===== config.mk =====
export PLATFORM = sky130hd
export DESIGN_NAME = mem_req_ctrl
export DESIGN_NICKNAME = d
export VERILOG_FILES = /design/src/rtl/mem_req_ctrl_pkg.sv /design/src/rtl/sat_cnt.sv /design/src/rtl/mem_req_ctrl.sv
export SDC_FILE = /design/constraint.sdc
export NUM_CORES = 1
export LEC_CHECK = 0
export BUFFER_PORTS_ARGS = -buffer_cell sky130_fd_sc_hd__buf_2
export CELL_PAD_IN_SITES_DETAIL_PLACEMENT = 0
export CELL_PAD_IN_SITES_GLOBAL_PLACEMENT = 1
export CORE_ASPECT_RATIO = 0.6
export CORE_MARGIN = 3
export CORE_UTILIZATION = 38
export DETAILED_ROUTE_END_ITERATION = 16
export PLACE_DENSITY = 0.92
export SLEW_MARGIN = 20
export SYNTH_ARGS = -nofsm -noshare
export SYNTH_HDL_FRONTEND = slang
export SYNTH_SLANG_ARGS = --single-unit

===== constraint.sdc =====
create_clock -name clk -period 5.2 [get_ports clk]
set_input_delay 0.26 -clock clk [delete_from_list [all_inputs] [get_ports clk]]
set_output_delay 0.26 -clock clk [all_outputs]
set_load 0.05 [all_outputs]

===== src/rtl/mem_req_ctrl_pkg.sv =====
// Shared encodings for the pipeline-to-mem_system request front-end.
// Holds the state codes, the latched operation layout and the request legality rule.
package mem_req_ctrl_pkg;

    localparam logic [1:0] ST_IDLE = 2'b00;
    localparam logic [1:0] ST_BUSY = 2'b01;
    localparam logic [1:0] ST_DONE = 2'b10;

    typedef struct packed {
        logic wr;
        logic rd;
    } mem_op_t;

    // Exactly one of load/store, to an even byte address.
    function automatic logic req_legal(input logic rd, input logic wr, input logic addr_lsb);
        return (rd ^ wr) & ~addr_lsb;
    endfunction

endpackage


===== src/rtl/sat_cnt.sv =====
// Enable-increment statistic counter that sticks at all-ones.
// Synchronous clear has priority over the increment.
module sat_cnt #(
    parameter int unsigned CNT_W = 16
) (
    input  logic             clk,
    input  logic             clr,
    input  logic             en,
    output logic [CNT_W-1:0] cnt
);

    always_ff @(posedge clk) begin
        if (clr) begin
            cnt <= '0;
        end else if (en && (cnt != '1)) begin
            cnt <= cnt + 1'b1;
        end
    end

endmodule


===== src/rtl/mem_req_ctrl.sv =====
// Request front-end between the pipeline memory stage and mem_system.
// Latches one load/store, holds it toward mem_system until Done, then pulses pipe_done.
module mem_req_ctrl
    import mem_req_ctrl_pkg::*;
#(
    parameter int unsigned TIMEOUT = 64,
    parameter int unsigned CNT_W   = 16
) (
    input  logic             clk,
    input  logic             rst,
    input  logic             pipe_rd,
    input  logic             pipe_wr,
    input  logic [15:0]      pipe_addr,
    input  logic [15:0]      pipe_wdata,
    output logic             pipe_stall,
    output logic             pipe_done,
    output logic [15:0]      pipe_rdata,
    output logic             pipe_err,
    output logic [15:0]      mem_addr,
    output logic [15:0]      mem_wdata,
    output logic             mem_rd,
    output logic             mem_wr,
    input  logic [15:0]      mem_rdata,
    input  logic             mem_done,
    input  logic             mem_stall,
    input  logic             mem_hit,
    input  logic             mem_err,
    output logic [CNT_W-1:0] stat_hits,
    output logic [CNT_W-1:0] stat_misses
);

    localparam logic [7:0] TMO_LAST = 8'(TIMEOUT - 1);

    logic [1:0]  state_q, state_d;
    logic [15:0] addr_q, addr_d;
    logic [15:0] wdata_q, wdata_d;
    logic [15:0] rdata_q, rdata_d;
    mem_op_t     op_q, op_d;
    logic        err_q, err_d;
    logic [7:0]  tcnt_q, tcnt_d;
    logic        hit_inc, miss_inc;

    // mem_system's Stall is informational; the handshake relies on Done alone.
    logic unused_mem_stall;
    assign unused_mem_stall = mem_stall;

    always_comb begin
        state_d  = state_q;
        addr_d   = addr_q;
        wdata_d  = wdata_q;
        rdata_d  = rdata_q;
        op_d     = op_q;
        err_d    = err_q;
        tcnt_d   = tcnt_q;
        hit_inc  = 1'b0;
        miss_inc = 1'b0;
        case (state_q)
            ST_IDLE: begin
                if (pipe_rd | pipe_wr) begin
                    if (req_legal(pipe_rd, pipe_wr, pipe_addr[0])) begin
                        addr_d  = pipe_addr;
                        wdata_d = pipe_wdata;
                        op_d    = '{wr: pipe_wr, rd: pipe_rd};
                        state_d = ST_BUSY;
                    end else begin
                        err_d   = 1'b1;
                        state_d = ST_DONE;
                    end
                end
            end
            ST_BUSY: begin
                err_d  = err_q | mem_err;
                tcnt_d = tcnt_q + 8'd1;
                if (mem_done) begin
                    if (op_q.rd) rdata_d = mem_rdata;
                    hit_inc  = mem_hit;
                    miss_inc = ~mem_hit;
                    state_d  = ST_DONE;
                end else if (tcnt_q == TMO_LAST) begin
                    err_d   = 1'b1;
                    state_d = ST_DONE;
                end
            end
            ST_DONE: begin
                err_d   = 1'b0;
                tcnt_d  = '0;
                state_d = ST_IDLE;
            end
            default: state_d = ST_IDLE;
        endcase
    end

    always_ff @(posedge clk) begin
        if (rst) begin
            state_q <= ST_IDLE;
            addr_q  <= '0;
            wdata_q <= '0;
            rdata_q <= '0;
            op_q    <= '0;
            err_q   <= 1'b0;
            tcnt_q  <= '0;
        end else begin
            state_q <= state_d;
            addr_q  <= addr_d;
            wdata_q <= wdata_d;
            rdata_q <= rdata_d;
            op_q    <= op_d;
            err_q   <= err_d;
            tcnt_q  <= tcnt_d;
        end
    end

    // Done gating is combinational so mem_system drops back to idle instead of re-issuing.
    assign mem_rd     = (state_q == ST_BUSY) & op_q.rd & ~mem_done;
    assign mem_wr     = (state_q == ST_BUSY) & op_q.wr & ~mem_done;
    assign mem_addr   = addr_q;
    assign mem_wdata  = wdata_q;
    assign pipe_stall = ((state_q == ST_IDLE) & (pipe_rd | pipe_wr)) | (state_q == ST_BUSY);
    assign pipe_done  = (state_q == ST_DONE);
    assign pipe_err   = (state_q == ST_DONE) & err_q;
    assign pipe_rdata = rdata_q;

    sat_cnt #(.CNT_W(CNT_W)) u_hits (
        .clk (clk),
        .clr (rst),
        .en  (hit_inc),
        .cnt (stat_hits)
    );

    sat_cnt #(.CNT_W(CNT_W)) u_misses (
        .clk (clk),
        .clr (rst),
        .en  (miss_inc),
        .cnt (stat_misses)
    );

endmodule

==> out/metrics.yaml, run 1 <==
clock_tree:
  clk-insertion-delay-late_ns: 0.32
  post_cts_resized: 0
  cts_tree: "built"
  root_buffer: "clkbuf_16"
  ctsHtreeMaxLevel: 3
  numCtsBuffers: 9
  ctsHoldBuffers: 0
  clock-sinks: 93
  cts_setup_buffers: 0
  cts_buffer_depth: 2
  clk_pin_slew_ns: 0.06
critical_path:
  cp_num_buf_inv: 1
  crit_family: "simple AND/OR/NAND/NOR gates"
  critical_path_class: "register to register"
  slowest_delay_ns: 0.57
  crit_path_top_delay_cell: "or4_4"
  worstPathRequired_ns: 5.45
  crit_path_start_kind: "register"
  timing.rr.start: "state_q[1]"
  path_cells: "inv_1, ha_1, nand3_4, or4_4, a211o_1, or3_1, a21oi_1"
  arrival_ns: 2.65
  critPathMaxFanout: 9
  worstSetupEndpointType: "register"
  crit_path_start: "state_q[1]"
sta:
  max-slew-margin-rel_pct: 43.27
  slew_violations: 0
  finalSetupViolCount: 0
  worst_pin_slew_ns: 0.8510
  fmax_ghz: 0.4169
  skew_ns: 0.004404
  fin_setup_tns_ns: 0
  rsz0062_at_grt: "false"
  period_needed_ns: 2.399
  hold_viol: 0
  setup_ws_ns: 2.801
  min_period_over_period_pct: 46.13
synthesis:
  netlist_instances: 471
  avgSynthCellArea_sq_um: 8.171
  synth_ff_type: "dfxtp_1"
  yosys_register_bits: 93
  syn_area_sq_mm: 0.003849
  synth-edff-count: 0
  yosys_warnings: 0
  synth_cell_type_count: 44
  ys_seq_area_share_pct: 48.37
  postSynth.asyncResetShare_pct: 0
  syn-num-nets: 534
global_route:
  grt_max_degree: 48
  antenna_found_initial: 0
  grt_first_pass_wirelength_mm: 16.08
  grt_usage_pct: 17.11
  grt_pass1_vias: 3351
  overflow: 0
cells_and_area:
  drive_gt1_share_pct: 26.66
  diodes: 0
  layout_commonest_cell: "buf_2"
  utilization_pct: 51.96
  area_growth_pct: 28.15
  final_net_count: 663
  mostFrequentLayoutCells: "buf_2, nand2_1, dfxtp_1"
drt:
  drt-vias-per-instance: 4.890
  ant_nets: 0
  drt_pass1_iterations: 4
  remaining_drc_errors: 0
  routedWlPerCell_um: 13.53
  drtIter0Drc: 171
  num_vias: 3589
  wirelength_mm: 9.934
floorplan:
  die_x_um: 135.9
  die_y_um: 83.96
  die_area_sq_mm: 0.01141
  rows: 27
  pin_count: 141
  start_util_pct: 40.54
  core_area_sq_mm: 0.009493
placed_design:
  place_congestion: 0.8074
  place_ws_ns: 2.820
  io_buffers: 139
  hpwl_mm: 7.331
outcome:
  status: "complete, no violations"
worst_hold_path:
  hold_path.class: "input pin to register"
  worstHoldStart: "pipe_wdata[10]"
power:
  p_int_w: 0.001167
  p_leak_nw: 2.086
  pwr-share-seq_pct: 47.7
  ir_worst_vdd_uv: 173.0
  p_sw_w: 0.0003938
  powerDensity_mw_per_mm2: 316.5
  total_power_w: 0.001561
  clkPwrFrac_pct: 40.9
  p_sw_share_pct: 25.23
  pwr-share-comb_pct: 11.4
job:
  cap_viol_max_count: 0
synthesized netlist by cell type, drive strengths merged, types with 2 or more instances:
cell / n / area [sq um]
a211oi: 7 / 52.55
a21oi: 59 / 295.3
a311oi: 2 / 17.52
and2: 6 / 37.54
and4: 3 / 26.28
clkbuf: 23 / 86.33
dfxtp: 93 / 1862
ha: 7 / 87.58
inv: 11 / 41.29
mux2i: 3 / 30.03
nand2: 114 / 427.9
nand2b: 4 / 25.02
nand3: 15 / 87.59
nand4: 10 / 62.56
nor2: 44 / 165.2
nor2b: 2 / 12.51
nor3: 3 / 15.01
nor4: 3 / 18.77
o21ai: 5 / 25.02
or3: 5 / 31.28
or4: 2 / 18.77
xnor2: 23 / 201.4
xor2: 8 / 70.07
cells by family (layout without fill, tap and decap cells):
kind of cell	Yosys count	in the layout	share of synthesized area, %
DFF	93	93	48.37
AOI/OAI and AO/OA	85	85	12.61
adders and majority gates	7	7	2.276
muxes	3	3	0.7803
xor gates and xnor gates	31	31	7.055
buffers and inverters	34	167	3.316
and+or+nand+nor	218	218	25.59
worst reg2reg max path, cell delays in order, from the launching register on:
cell and delay [ns]:
dfxtp_1 0.31, inv_1 0.10, ha_1 0.33, nand3_4 0.18, or4_4 0.58, a211o_1 0.34, or3_1 0.33, a21oi_1 0.15
state kept, by name (all words and copies together) (netlist names):
register / cells
u_misses.cnt: 16
tcnt_q: 8
err_q: 1
op_q: 2
state_q: 2
mem_wdata: 16
pipe_rdata: 16
mem_addr: 16
u_hits.cnt: 16
final cells by class:
type	count	area (sq um)
sequential	93	1862
clock inverter	4	48.80
fill	954	4561
clock buffer	11	242.7
tap	130	162.7
multi-input combinational	344	1864
inverter	11	41.29
timing repair buffer	141	710.7
metal layers:
layer / track usage, % / wire (um) / share of wire [%] / vias to the layer above
met3: 6.145 / 893 / 9.0 / 7
met4: 3.751 / 53 / 0.53 / 0
met5: 0 / 0 / 0 / -
met1: 22.45 / 4544 / 46 / 1635
li1: - / - / - / 1835
met2: 27.08 / 4442 / 45 / 112
power groups by stage:
stage / logic, W / clock network (W) / registers, W
3_3_place_gp: 0.000175 / 0 / 0.000758
5_1_grt: 0.000194 / 0.000695 / 0.000746
4_1_cts: 0.000180 / 0.000663 / 0.000744
3_5_place_dp: 0.000179 / 0 / 0.000760
2_1_floorplan: 0.0000793 / 0 / 0.000804
6_report: 0.000178 / 0.000638 / 0.000744
metrics by stage:
stage	hold WS (ns)	std cells	instance area, sq um
6_report	0.1684	734	4932
5_1_grt	0.1602	734	4932
4_1_cts	0.1512	734	4932
3_5_place_dp	0.4431	719	4641
3_3_place_gp	0.4386	719	4638
2_1_floorplan	0.3960	471	3849
worst paths after layout:
path                     to  slack [ns]  depth (start not counted)
max reg2reg  u_hits.cnt[13]        2.80                          7
max          u_hits.cnt[13]        2.80                          7
min reg2reg    mem_addr[14]        0.45                          2
min           mem_wdata[10]        0.17                          3
No activity file was read; power rests on OpenSTA's default activity.
==> run 2: changes to the inputs <==
--- a/config.mk
+++ b/config.mk
@@ -5,14 +5,15 @@
 export SDC_FILE = /design/constraint.sdc
 export NUM_CORES = 1
 export LEC_CHECK = 0
+export ABC_AREA = 1
 export BUFFER_PORTS_ARGS = -buffer_cell sky130_fd_sc_hd__buf_2
 export CELL_PAD_IN_SITES_DETAIL_PLACEMENT = 0
 export CELL_PAD_IN_SITES_GLOBAL_PLACEMENT = 1
 export CORE_ASPECT_RATIO = 0.6
 export CORE_MARGIN = 3
-export CORE_UTILIZATION = 38
+export CORE_UTILIZATION = 35
 export DETAILED_ROUTE_END_ITERATION = 16
-export PLACE_DENSITY = 0.92
+export PLACE_DENSITY = 0.87
 export SLEW_MARGIN = 20
 export SYNTH_ARGS = -nofsm -noshare
 export SYNTH_HDL_FRONTEND = slang
==> constraint.sdc (replaced) <==
create_clock -name clk -period 2.5 [get_ports clk]
set_input_delay 0.125 -clock clk [delete_from_list [all_inputs] [get_ports clk]]
set_output_delay 0.125 -clock clk [all_outputs]
set_load 0.05 [all_outputs]
==> run 2 against run 1 <==
Against the previous run: highest routed layer unchanged; clock power increased by 130%; setup slack got worse by 2.1 ns; first-iteration DRC count increased by 20%; maximum frequency increased by 30%; register-to-register slack got worse by 2.1 ns; largest cell class unchanged.
==> out/metrics.yaml, run 2 <==
drt:
  drt_pass1_iterations: 4
  ant_nets: 0
  routedWlPerCell_um: 12.45
  drtIter0Drc: 205
  wirelength_mm: 11.20
  drt-vias-per-instance: 4.588
  num_vias: 4125
  remaining_drc_errors: 0
synthesis:
  netlist.area_leader.share_pct: 44.00
  yosysTopAreaCell: "dfxtp_1"
  yosys_register_bits: 93
  ys_seq_area_share_pct: 44.00
  yosysMostFrequentCell: "nand2_1"
  synth-edff-count: 0
  netlist_instances: 601
  syn_area_sq_mm: 0.004232
  avgSynthCellArea_sq_um: 7.041
  synth_cell_type_count: 28
  postSynth.asyncResetShare_pct: 0
  synth_common_cells: "nand2_1, nor2_1, dfxtp_1, o21ai_0, inv_1"
  synthTopCellsByArea: "dfxtp_1, nand2_1, nor2_1"
  yosys_warnings: 0
  synth_ff_type: "dfxtp_1"
  syn-num-nets: 664
floorplan:
  pin_count: 141
  die_y_um: 91.17
  start_util_pct: 36.60
  rows: 30
  die_area_sq_mm: 0.01349
  core_area_sq_mm: 0.01156
  die_x_um: 148.0
power:
  powerDensity_mw_per_mm2: 657.6
  ir_worst_vdd_uv: 351.5
  p_leak_nw: 2.372
  total_power_w: 0.003533
global_route:
  grt_max_degree: 51
  grt_pass1_vias: 3851
  grt_usage_pct: 16.45
  antenna_found_initial: 0
  grt_first_pass_wirelength_mm: 18.46
  overflow: 0
clock_tree:
  clk-insertion-delay-late_ns: 0.34
  cts_buffer_depth: 2
  clock-sinks: 93
  cts_setup_buffers: 0
  root_buffer: "clkbuf_16"
  cts_tree: "built"
  clk_pin_slew_ns: 0.07
  ctsHtreeMaxLevel: 3
  numCtsBuffers: 9
  ctsHoldBuffers: 0
  post_cts_resized: 0
sta:
  fin_setup_tns_ns: 0
  max-slew-margin-rel_pct: 58.80
  hold_slack_ns: 0.03641
  finalSetupViolCount: 0
  worst_pin_slew_ns: 0.6171
  fmax_ghz: 0.5414
  rsz0062_at_grt: "false"
  skew_ns: 0.008146
  slew_violations: 0
  period_needed_ns: 1.847
  min_period_over_period_pct: 73.89
  hold_viol: 0
placed_design:
  place_congestion: 0.8054
  place_inst: 883
  hpwl_mm: 8.347
  io_buffers: 139
critical_path:
  crit_path_start: "state_q[1]"
  critPathMaxFanout: 37
  reg2reg_to: "op_q[1]"
  rrSetupSlack_ns: 0.65
  reg2reg_depth: 9
  arrival_ns: 2.11
  crit_path_end: "op_q[1]"
  worstPathRequired_ns: 2.76
  crit_path_start_kind: "register"
  timing.rr.start: "state_q[1]"
  critical_path_class: "register to register"
  worstSetupEndpointType: "register"
cells_and_area:
  n_fill_cell: 1197
  final_net_count: 797
  area_growth_pct: 26.97
  diodes: 0
  layout_commonest_cell: "buf_2"
  utilization_pct: 46.47
  drive_gt1_share_pct: 25.03
  fin_cells: 899
  mostFrequentLayoutCells: "buf_2, nand2_1, nor2_1"
job:
  cap_viol_max_count: 0
worst_hold_path:
  hold_path.class: "input pin to register"
outcome:
  status: "complete, no violations"
-- run 2: worst max-delay path: stages, from the launching register on --
cell     delay, ns
dfxtp_1       0.31
inv_1         0.09
ha_1          0.20
inv_1         0.06
or2_1         0.23
inv_1         0.06
nand2_1       0.07
inv_2         0.47
o21ai_0       0.15
a21oi_1       0.13
-- run 2: how the worst min path moves through the flow --
stage | endpoint | start | cells after the start
after global routing | mem_wdata[15] | pipe_wdata[15] | 3
after CTS | mem_wdata[8] | pipe_wdata[8] | 3
after detailed placement | mem_wdata[9] | pipe_wdata[9] | 3
after floorplan | op_q[1] | pipe_wr | 2
final | mem_wdata[8] | pipe_wdata[8] | 3
after global placement | mem_addr[7] | pipe_addr[7] | 3
-- run 2: cells by family after synthesis --
logic type,after synthesis,share of synthesized area [%]
adders and majority gates,7,2.070
DFF,93,44.00
buffers and inverters,81,8.161
and+or+nand+nor,288,27.71
AOI/OAI and AO/OA,118,15.17
xor gates and xnor gates,14,2.898
-- run 2: routing by layer --
| layer | GRT usage [%] | up-vias | share of wire, % |
|---|---|---|---|
| met4 | 4.919 | 0 | 1.4 |
| met1 | 22.90 | 1830 | 50 |
| met2 | 25.09 | 112 | 42 |
| met3 | 4.289 | 13 | 5.9 |
| li1 | - | 2170 | - |
| met5 | 0 | - | 0 |
-- run 2: final cells by class --
cell class / count / area (sq um) / share of cell area, %
clock inverter: 7 / 93.84 / 1.747
inverter: 59 / 221.5 / 4.122
clock buffer: 9 / 225.2 / 4.192
multi-input combinational: 427 / 2024 / 37.68
tap: 160 / 200.2 / 3.726
timing repair buffer: 144 / 745.7 / 13.88
sequential: 93 / 1862 / 34.65
-- run 2: through the flow --
stage / setup slack [ns] / instance area [sq um]
global placement: 0.7295 / 5054
finish: 0.6528 / 5373
CTS: 0.6353 / 5373
global route: 0.4017 / 5373
detailed placement: 0.6658 / 5054
floorplan: 0.6246 / 4232
-- run 2: where the power goes --
part	leakage, nW	internal (W)	switching (W)	total (W)
registers	0.754	0.00154	0.0000335	0.00158
logic	1.46	0.000139	0.000362	0.000501
clock network	0.153	0.000804	0.000652	0.00146
total	2.37	0.00249	0.00105	0.00353
==> run 3: changes to the inputs <==
--- a/config.mk
+++ b/config.mk
@@ -11,9 +11,9 @@
 export CELL_PAD_IN_SITES_GLOBAL_PLACEMENT = 1
 export CORE_ASPECT_RATIO = 0.6
 export CORE_MARGIN = 3
-export CORE_UTILIZATION = 35
+export CORE_UTILIZATION = 32
 export DETAILED_ROUTE_END_ITERATION = 16
-export PLACE_DENSITY = 0.87
+export PLACE_DENSITY = 0.84
 export SLEW_MARGIN = 20
 export SYNTH_ARGS = -nofsm -noshare
 export SYNTH_HDL_FRONTEND = slang
==> constraint.sdc (replaced) <==
create_clock -name clk -period 1.5 [get_ports clk]
set_input_delay 0.075 -clock clk [delete_from_list [all_inputs] [get_ports clk]]
set_output_delay 0.075 -clock clk [all_outputs]
set_load 0.05 [all_outputs]
==> run 3 against run 2 <==
Against the previous run: routed wire length increased by 19%; count of clock-buffer cells in the layout up 2; largest power group unchanged; clock power increased by 60%; setup slack lost 0.74 ns; the run now ends with negative setup slack left; critical path depth is 2 lower; first-iteration DRC count grew 31%; sequential power rose by 66%.
==> out/metrics.yaml, run 3 (synthesis results as in run 2) <==
sta:
  min_period_over_period_pct: 105.9
  hold_viol: 0
  worst_pin_slew_ns: 0.5117
  max-slew-margin-rel_pct: 65.89
  skew_ns: 0.007458
  slew_violations: 0
  setup_ws_ns: -0.08803
  fmax_ghz: 0.6297
  rsz0062_at_grt: "true"
  period_needed_ns: 1.588
  finalSetupViolCount: 25
power:
  p_leak_nw: 2.809
  total_power_w: 0.006146
  ir_worst_vdd_uv: 609.3
  powerDensity_mw_per_mm2: 953.8
floorplan:
  start_util_pct: 33.88
  die_area_sq_mm: 0.01468
  die_y_um: 95.08
  core_area_sq_mm: 0.01249
  pin_count: 141
  rows: 31
  die_x_um: 154.5
drt:
  drt-vias-per-instance: 4.667
  routedWlPerCell_um: 13.67
  wirelength_mm: 13.33
  ant_nets: 0
  drtIter0Drc: 269
  remaining_drc_errors: 0
  num_vias: 4550
  drt_pass1_iterations: 5
placed_design:
  place_inst: 912
  io_buffers: 139
  place_ws_ns: -0.1133
  hpwl_mm: 8.849
  place_congestion: 0.7806
cells_and_area:
  diodes: 0
  drive_gt1_share_pct: 38.40
  mostFrequentLayoutCells: "buf_2, nand2_1, nor2_1"
  final_net_count: 868
  fin_cells: 975
  layout_commonest_cell: "buf_2"
  n_fill_cell: 1176
  area_growth_pct: 52.28
critical_path:
  path_cells: "inv_2, ha_4, inv_2, or2_4, buf_6, nand2_4, buf_8"
  crit_path_start_kind: "register"
  slowest_delay_ns: 0.34
  critPathMaxFanout: 3
  worstSetupEndpointType: "primary output"
  cp_common_cell: "inv_2"
  critical_path_class: "register to primary output"
  rrSetupSlack_ns: -0.06
  arrival_ns: 1.51
  worstPathRequired_ns: 1.42
  crit_path_top_delay_cell: "dfxtp_2"
global_route:
  overflow: 0
  grt_first_pass_wirelength_mm: 19.67
  grt_max_degree: 45
  grt_pass1_vias: 4104
  grt_usage_pct: 16.20
  antenna_found_initial: 0
clock_tree:
  clock-sinks: 93
  cts_tree: "built"
  cts_buffer_depth: 2
  numCtsBuffers: 9
  clk_pin_slew_ns: 0.07
  root_buffer: "clkbuf_16"
  clk-insertion-delay-late_ns: 0.34
  ctsHtreeMaxLevel: 3
outcome:
  status: "finished with violations"
  failed_checks: "negative setup slack"
job:
  cap_viol_max_count: 0
worst_hold_path:
  hold_path.class: "input pin to register"
## run 3: area by class of cell
class                   count  area [sq um]  area share, %
repair buffers            214          1501          23.30
well taps                 165         206.4          3.204
inverters                  59         247.7          3.845
multi-input cells         427          2240          34.76
repair inverters            1         6.256        0.09709
clock inverters             5         46.29         0.7184
flip-flops and latches     93          1932          29.98
clock buffers              11         264.0          4.097
## run 3: stage by stage
step           utilization (%)  hold WS [ns]  area, sq um  setup TNS [ns]
6_report                 51.59      0.004338         6444         -0.4383
5_1_grt                  51.59      0.008575         6444          -4.280
4_1_cts                  47.93     0.0002997         5986         -0.1451
3_5_place_dp             42.76        0.3354         5340          -1.372
3_3_place_gp             42.76        0.3230         5340         -0.1029
2_1_floorplan                -        0.2266         4307               0
## run 3: routing by layer
metal	vias to the layer above	share of wire (%)	wire length, um	global-route usage (%)
met2	145	44	5906	25.29
li1	2321	-	-	-
met5	-	0	0	0
met4	0	0.93	124	4.188
met1	2075	49	6512	22.50
met3	9	5.9	781	4.127
## run 3: report_power, final
group	switching, W	total (W)	internal (W)
Combinational	0.000727	0.00118	0.000455
Sequential	0.0000657	0.00262	0.00255
Clock	0.00104	0.00234	0.00131
Total	0.00183	0.00615	0.00431
## run 3: timing repair
| action | 4_1_cts | 5_1_grt |
|---|---|---|
| setup endpoints to repair | 58 | 85 |
| setup buffers | 0 | 12 |
| cloned | 0 | 7 |
| hold buffers | 26 | 2 |
| resized for setup | 25 | 103 |
| hold endpoints to repair | 26 | 2 |
| pin swaps | 7 | 29 |
## run 3: worst max-delay path, delay by kind of cell (launching register included)
| kind | cells | cell delay, ns |
|---|---|---|
| fa+ha+maj | 1 | 0.15 |
| buf+inv | 4 | 0.40 |
| flops | 1 | 0.34 |
| simple gates | 2 | 0.29 |
## run 3: worst paths after layout
kind	from	end	cells after the start
worst max-delay path	state_q[0]	pipe_stall	7
worst min-delay path	pipe_wdata[7]	mem_wdata[7]	3
worst max register to register	state_q[0]	mem_wdata[8]	9
worst min register to register	mem_addr[0]	mem_addr[0]	2
